===== src/rtl/xoodyak_aead_core.sv =====
// Iterative Xoodyak keyed AEAD (Cyclist over Xoodoo): 128b key/nonce/AD, one 192b text block, 128b tag.
// Define XOODYAK_TWO_ROUND_EN to compute two rounds per cycle (24-cycle latency instead of 48).
module xoodyak_aead_core #(
  parameter int ROUNDS = 12
) (
  input  logic         eph1,
  input  logic         reset,
  input  logic         start,
  input  logic [191:0] textin,
  input  logic [127:0] nonce,
  input  logic [127:0] assodata,
  input  logic [127:0] key,
  input  logic         opmode,
  output logic [127:0] authdata,
  output logic [191:0] textout,
  output logic         encdone
);

  localparam logic [0:0] ST_IDLE = 1'b0;
  localparam logic [0:0] ST_PERM = 1'b1;
`ifdef XOODYAK_TWO_ROUND_EN
  localparam int RSTEP = 2;
`else
  localparam int RSTEP = 1;
`endif
  localparam logic [3:0] RSTEP4  = 4'(RSTEP);
  localparam logic [3:0] LAST_RD = 4'(ROUNDS - RSTEP);
  localparam logic [3:0] RC_BASE = 4'(12 - ROUNDS);

  logic [0:0]   fsm_r;
  logic [1:0]   phase_r;
  logic [3:0]   round_r;
  logic [383:0] state_r;
  logic [127:0] nonce_r, ad_r, authdata_r;
  logic [191:0] text_r, textout_r;
  logic         opmode_r, encdone_r;
  logic [3:0]   rc_idx_s;
  logic [383:0] perm1_s, perm_s;
  logic [191:0] ptext_s;

  function automatic logic [31:0] rotl(input logic [31:0] v, input int n);
    return (v << n) | (v >> (32 - n));
  endfunction

  function automatic logic [31:0] round_const(input logic [3:0] idx);
    case (idx)
      4'd0:    return 32'h0000_0058;
      4'd1:    return 32'h0000_0038;
      4'd2:    return 32'h0000_03C0;
      4'd3:    return 32'h0000_00D0;
      4'd4:    return 32'h0000_0120;
      4'd5:    return 32'h0000_0014;
      4'd6:    return 32'h0000_0060;
      4'd7:    return 32'h0000_002C;
      4'd8:    return 32'h0000_0380;
      4'd9:    return 32'h0000_00F0;
      4'd10:   return 32'h0000_01A0;
      4'd11:   return 32'h0000_0012;
      default: return 32'h0000_0000;
    endcase
  endfunction

  // State is kept in string byte order: byte i at bits [8i+7:8i], so lane i is bits [32i+31:32i].
  function automatic logic [383:0] xoodoo_round(input logic [383:0] s, input logic [31:0] rc);
    logic [127:0] a0, a1, a2, p, e, w1, w2, c0, c1, c2, o1, o2;
    a0 = s[127:0];
    a1 = s[255:128];
    a2 = s[383:256];
    p  = a0 ^ a1 ^ a2;
    for (int x = 0; x < 4; x++) begin
      e[32*x +: 32] = rotl(p[32*((x+3)%4) +: 32], 5) ^ rotl(p[32*((x+3)%4) +: 32], 14);
    end
    a0 = a0 ^ e;
    a1 = a1 ^ e;
    a2 = a2 ^ e;
    for (int x = 0; x < 4; x++) begin
      w1[32*x +: 32] = a1[32*((x+3)%4) +: 32];
      w2[32*x +: 32] = rotl(a2[32*x +: 32], 11);
    end
    a0[31:0] = a0[31:0] ^ rc;
    c0 = a0 ^ (~w1 & w2);
    c1 = w1 ^ (~w2 & a0);
    c2 = w2 ^ (~a0 & w1);
    for (int x = 0; x < 4; x++) begin
      o1[32*x +: 32] = rotl(c1[32*x +: 32], 1);
      o2[32*x +: 32] = rotl(c2[32*((x+2)%4) +: 32], 8);
    end
    return {o2, o1, c0};
  endfunction

  function automatic logic [127:0] rev16(input logic [127:0] v);
    logic [127:0] r;
    for (int i = 0; i < 16; i++) r[8*i +: 8] = v[127-8*i -: 8];
    return r;
  endfunction

  function automatic logic [191:0] rev24(input logic [191:0] v);
    logic [191:0] r;
    for (int i = 0; i < 24; i++) r[8*i +: 8] = v[191-8*i -: 8];
    return r;
  endfunction

  assign rc_idx_s = RC_BASE + round_r;

  // Permutation datapath: one or two rounds on the current state
  always_comb begin
    perm1_s = xoodoo_round(state_r, round_const(rc_idx_s));
`ifdef XOODYAK_TWO_ROUND_EN
    perm_s  = xoodoo_round(perm1_s, round_const(rc_idx_s + 4'd1));
`else
    perm_s  = perm1_s;
`endif
  end

  // Plaintext block absorbed after the crypt step (Y ^ C when decrypting)
  always_comb begin
    ptext_s = rev24(text_r);
    if (opmode_r) begin
      ptext_s = perm_s[191:0] ^ rev24(text_r);
    end else begin
      ptext_s = rev24(text_r);
    end
  end

  // Control FSM, Cyclist state and registered outputs; Cu of the next phase is folded into byte 47
  always_ff @(posedge eph1 or posedge reset) begin
    if (reset) begin
      fsm_r      <= ST_IDLE;
      phase_r    <= 2'd0;
      round_r    <= 4'd0;
      state_r    <= 384'd0;
      nonce_r    <= 128'd0;
      ad_r       <= 128'd0;
      text_r     <= 192'd0;
      opmode_r   <= 1'b0;
      authdata_r <= 128'd0;
      textout_r  <= 192'd0;
      encdone_r  <= 1'b0;
    end else begin
      encdone_r <= 1'b0;
      case (fsm_r)
        ST_IDLE: begin
          if (start) begin
            state_r  <= {8'h02, 232'd0, 8'h01, 8'h00, rev16(key)};
            nonce_r  <= nonce;
            ad_r     <= assodata;
            text_r   <= textin;
            opmode_r <= opmode;
            phase_r  <= 2'd0;
            round_r  <= 4'd0;
            fsm_r    <= ST_PERM;
          end
        end
        ST_PERM: begin
          if (round_r != LAST_RD) begin
            state_r <= perm_s;
            round_r <= round_r + RSTEP4;
          end else begin
            round_r <= 4'd0;
            phase_r <= phase_r + 2'd1;
            case (phase_r)
              2'd0: state_r <= perm_s ^ {8'h03, 240'd0, 8'h01, rev16(nonce_r)};
              2'd1: state_r <= perm_s ^ {8'h83, 240'd0, 8'h01, rev16(ad_r)};
              2'd2: begin
                textout_r <= rev24(perm_s[191:0]) ^ text_r;
                state_r   <= perm_s ^ {8'h40, 176'd0, 8'h01, ptext_s};
              end
              2'd3: begin
                authdata_r <= rev16(perm_s[127:0]);
                encdone_r  <= 1'b1;
                state_r    <= perm_s;
                fsm_r      <= ST_IDLE;
              end
              default: fsm_r <= ST_IDLE;
            endcase
          end
        end
        default: fsm_r <= ST_IDLE;
      endcase
    end
  end

  assign authdata = authdata_r;
  assign textout  = textout_r;
  assign encdone  = encdone_r;

endmodule


===== config.mk =====
export PLATFORM = sky130hd
export DESIGN_NAME = xoodyak_aead_core
export DESIGN_NICKNAME = d
export VERILOG_FILES = /design/src/rtl/xoodyak_aead_core.sv
export SDC_FILE = /design/constraint.sdc
export NUM_CORES = 2
export LEC_CHECK = 0
export CAP_MARGIN = 40
export CELL_PAD_IN_SITES_DETAIL_PLACEMENT = 0
export CELL_PAD_IN_SITES_GLOBAL_PLACEMENT = 1
export CORE_MARGIN = 4
export CORE_UTILIZATION = 45
export CTS_CLUSTER_SIZE = 25
export DETAILED_ROUTE_END_ITERATION = 12
export HOLD_SLACK_MARGIN = 0.12
export PLACE_DENSITY_LB_ADDON = 0.1
export SLEW_MARGIN = 20
export SYNTH_ARGS = -nofsm -noshare
export SYNTH_HDL_FRONTEND = slang
export SYNTH_SLANG_ARGS = --single-unit

===== constraint.sdc =====
create_clock -name eph1 -period 108.3 [get_ports eph1]
set_input_delay 10.83 -clock eph1 [delete_from_list [all_inputs] [get_ports eph1]]
set_output_delay 10.83 -clock eph1 [all_outputs]
set_load 0.03 [all_outputs]

After elaboration in Yosys (flattened, before gate mapping). Memory sizes are Yosys's and may differ from the RTL's. Index checks and enable logic that the tools add are counted.

$add $sub $neg: 2. Multipliers: 0. Divide/modulo/power cells: 0. Magnitude comparators: 0. Equal/unequal tests: 6. Shift operators: 0. Multiplexer cells: 18. Bitwise operators: 46. Reductions and logical operators: 5.

Operator list (count): $pmux 384 s4 (1); $xor 128x128->128 (8); $mux 384 (2); $pmux 384 s2 (1); $and 128x128->128 (3); $not 128->128 (3); $xor 192x192->192 (2); $xor 384x378->384 (1); $xor 384x383->384 (1); $xor 384x384->384 (1); $mux 192 (1); $xor 32x32->32 (5); $or 32x1->32 (4); $or 32x11->32 (4); $or 32x14->32 (4); $or 32x5->32 (4); $or 32x8->32 (4); $mux 4 (2); $pmux 4 s2 (1); $mux 1 (6); $reduce_and 3->1 (2); $add 4x1->4 const B (1); $eq 2x2->1 const B (2); $mux 2 (2); other kinds (9) (12).

Register bits after elaboration: 1161. Bits in latches: 0. RAM bits: 0. ROM bits: 144. Memories kept: 1.

Memories: (name not given) (depth 16, bits a word 9, read ports 1, clocked after Yosys merged registers in 0, wr ports 0, RTL line 46) `case (idx)`.

Longest topological paths before layout.
Word-level depth: 16. Gate-level depth with buffers: 12. Gate-level depth less buffers: 10.

Worst setup path after synthesis. No wires, ideal clock.

Path type: in2reg. Start: in start. End: reg state_r[23]. Library setup time: 138 ps. Arrival: 12202 ps. Data required time: 108162 ps. Path slack: 95960 ps. Cell stages on the path: 5. Path buffers: 3. Cells stage by stage: clkbuf_1 -> clkbuf_1 -> clkbuf_1 -> mux2i_1 -> o22ai_1.

Word-level cells in the longest chain between the ends: 1.

Ends and longest elaborated chain: start: declaration (RTL line 8) `input logic start,`; $ne 2x2->1 (no source line); end signal: assignment (RTL line 144) `state_r <= {8'h02, 232'd0, 8'h01, 8'h00, rev16(key)};`; end signal: assignment (RTL line 156) `state_r <= perm_s;`; end signal: assignment (RTL line 162) `2'd0: state_r <= perm_s ^ {8'h03, 240'd0, 8'h01, rev16(nonce_r)};`; end: declaration (RTL line 33) `logic [383:0] state_r;`.

No other way between the ends. A chain may end at the register's enable or synchronous reset.

==> impl_metrics.json <==
{
  "holdBufCountCts": 0,
  "synth_adder_area_share_pct": 0.214,
  "maxCapViolations": 0,
  "synth_edf_count": 0,
  "grt.overflow.total": 0,
  "syn_area_um2": 70300,
  "first_pass_iters": 8,
  "ant_nets": 0,
  "rsz0062_at_grt": "false",
  "crit_type": "primary input to async pin",
  "fin_skew_ps": 33.3,
  "areaGrowthSynthToFinish_pct": 24.3,
  "yosysTopAreaCell": "dfrtp_1",
  "synth_xor_area_share_pct": 27.7,
  "cp.arrival_ps": 15210,
  "synthCells": 6250,
  "synth-compound-area-share_pct": 10.5,
  "antenna_found_initial": 57,
  "die_area_um2": 163000,
  "synthMuxAreaShare_pct": 10.3,
  "drive_gt1_share_pct": 13.8,
  "ys_types": 63,
  "required_ps": 109250,
  "gp_congestion": 1.02,
  "grt_usage_pct": 37.8,
  "fp.coreArea_um2": 155000,
  "yosys_warnings": 0,
  "pin_count": 901,
  "die_h_um": 403,
  "finalHoldViolations": 0,
  "setup_violations": 0,
  "cts_tree": "done",
  "synth_area_leaders": "dfrtp_1 (41%), xnor3_1 (10%), xnor2_1 (9.7%)",
  "syn_avg_cell_area_um2": 11.2,
  "synthArstFlopShare_pct": 100,
  "final.setup.tns_ps": 0,
  "critPathMaxStageDelay_ps": 690,
  "status": "finished clean",
  "nets": 7693,
  "netlist.area_leader.share_pct": 41.3,
  "cts_sinks": 1161,
  "numPortBuffers": 900,
  "crit_chain": "clkdlybuf4s50_1 > inv_8 > buf_12 > buf_4 > buf_16 > buf_4 > buf_4 > buf_4 > buf_16",
  "postCtsSetupBuffers": 0,
  "synth_ff_type": "dfrtp_1",
  "yosysSeqAreaShare_pct": 41.3,
  "synth_top_family_by_area": "XOR/XNOR gates",
  "rows": 144,
  "hold_class": "flip-flop to flip-flop",
  "slew_headroom_pct": 28.7,
  "worst-path-max-fanout": 153,
  "min_period_ps": 14270,
  "drt_iter0_drc": 5750,
  "vias": 54300,
  "ys_ff_latch": 1161,
  "grt_max_degree": 154,
  "cp_common_cell": "buf_4",
  "cts_made_buffers": 141,
  "worstSetupStartpointType": "primary input",
  "final_cell_mix": "dfrtp_1 (1159), clkdlybuf4s50_1 (899), xnor2_1 (778)",
  "endpoint_kind": "async pin",
  "timing.fmax_mhz": 70.1,
  "slew_viol_final": 0,
  "final_common_cell": "dfrtp_1",
  "h-tree-depth": 4,
  "viasPerCell": 5.84,
  "avgRoutedWirePerCell_um": 33.8,
  "multi_input_area_um2": 40000,
  "clk_pin_slew_ps": 60,
  "final_core_util_pct": 56.5,
  "finalCritPeriodShare_pct": 13.2,
  "cts_buffer_depth": 3,
  "drc": 0,
  "ff_latch_area_um2": 29100,
  "start_util_pct": 45.5,
  "grt_pass1_wl_mm": 429,
  "synth_simple_gate_area_share_pct": 7.94,
  "first_global_vias": 52900,
  "tightest_slew_ps": 1070,
  "routed_wl_mm": 314,
  "die_w_um": 403,
  "cpMaxStageDelayCell": "buf_4",
  "synth_nets": 6842,
  "clk_latency_ps": 780,
  "dp_hpwl_mm": 245,
  "cts-root-buf": "clkbuf_16",
  "nFillCells": 13400,
  "cts_resized": 0
}
## logic make-up after synthesis
group	count (synthesis)
mux	665
flops	1161
buf+inv	362
xor+xnor	1560
compound gates	1178
fa+ha+maj	12
simple gates	1312
## final timing paths
check	end	start	cells after the start	slack, ps
max	state_r[320]$_DFFE_PP0P_	reset	9	94030
min	authdata[96]$_DFFE_PP0P_	authdata[96]$_DFFE_PP0P_	2	470
max reg2reg	authdata[124]$_DFFE_PP0P_	round_r[0]$_DFFE_PP0P_	7	103980
min reg2reg	authdata[96]$_DFFE_PP0P_	authdata[96]$_DFFE_PP0P_	2	470
max in group eph1	text_r[1]$_DFFE_PP0P_	start	7	94920
min in group asynchronous	ad_r[89]$_DFFE_PP0P_	reset	2	10410
## layout make-up
cell class	count	area share, %
well taps	2044	2.93
clock buffers	207	4.81
multi-input cells	4727	45.8
repair buffers	1055	12.3
diodes	44	0.126
flip-flops and latches	1161	33.3
clock inverters	46	0.742
inverters	15	0.0817
## layer usage
layer  global-route usage (%)  wire, um
met5                        0        64
met4                     21.8     19700
met3                     9.47     28500
met2                     57.8    141000
met1                     49.1    125000
## critical path, delay by kind of cell
kind / cells / cell delay, ps
buffers and inverters: 9 / 4070
## registers in the layout (all words and copies together) (netlist names), 2 cells and up
register and cells:
textout 192, authdata 128, text_r 192, state_r 384, round_r 4, phase_r 2
nonce_r 128, ad_r 128
## synthesized netlist by cell type (10+ instances only)
cell type / count
dfrtp_1: 1161
xnor2_1: 780
nand2_1: 734
o21ai_0: 495
mux2_2: 457
xor2_1: 329
clkbuf_1: 324
nor2_1: 320
xnor3_1: 312
mux2i_1: 208
a22o_1: 176
a21oi_1: 164
nand2b_1: 110
o22ai_1: 103
xnor2_2: 72
a22oi_1: 63
nor2b_1: 56
and2_1: 49
xnor3_2: 49
o211ai_1: 28
a311oi_1: 24
a31o_1: 24
o221ai_1: 22
a31oi_1: 17
xor3_1: 17
buf_1: 16
inv_1: 14
ha_1: 12
a221oi_1: 11
and3_1: 11
o21ai_1: 11
a211oi_1: 10
## stage by stage
step	hold slack, ps	area [um^2]	worst slack (ps)	std cells
after floorplan	475	70300	64770	6250
after CTS	477	87000	93940	9241
final	470	87300	94030	9299
after global routing	497	87300	93510	9290
after global placement	460	81500	92110	8948
after detailed placement	463	82100	93100	8988
Power is not shown: default switching activity piles up to over one toggle a cycle in this logic, so the estimate is an artifact.
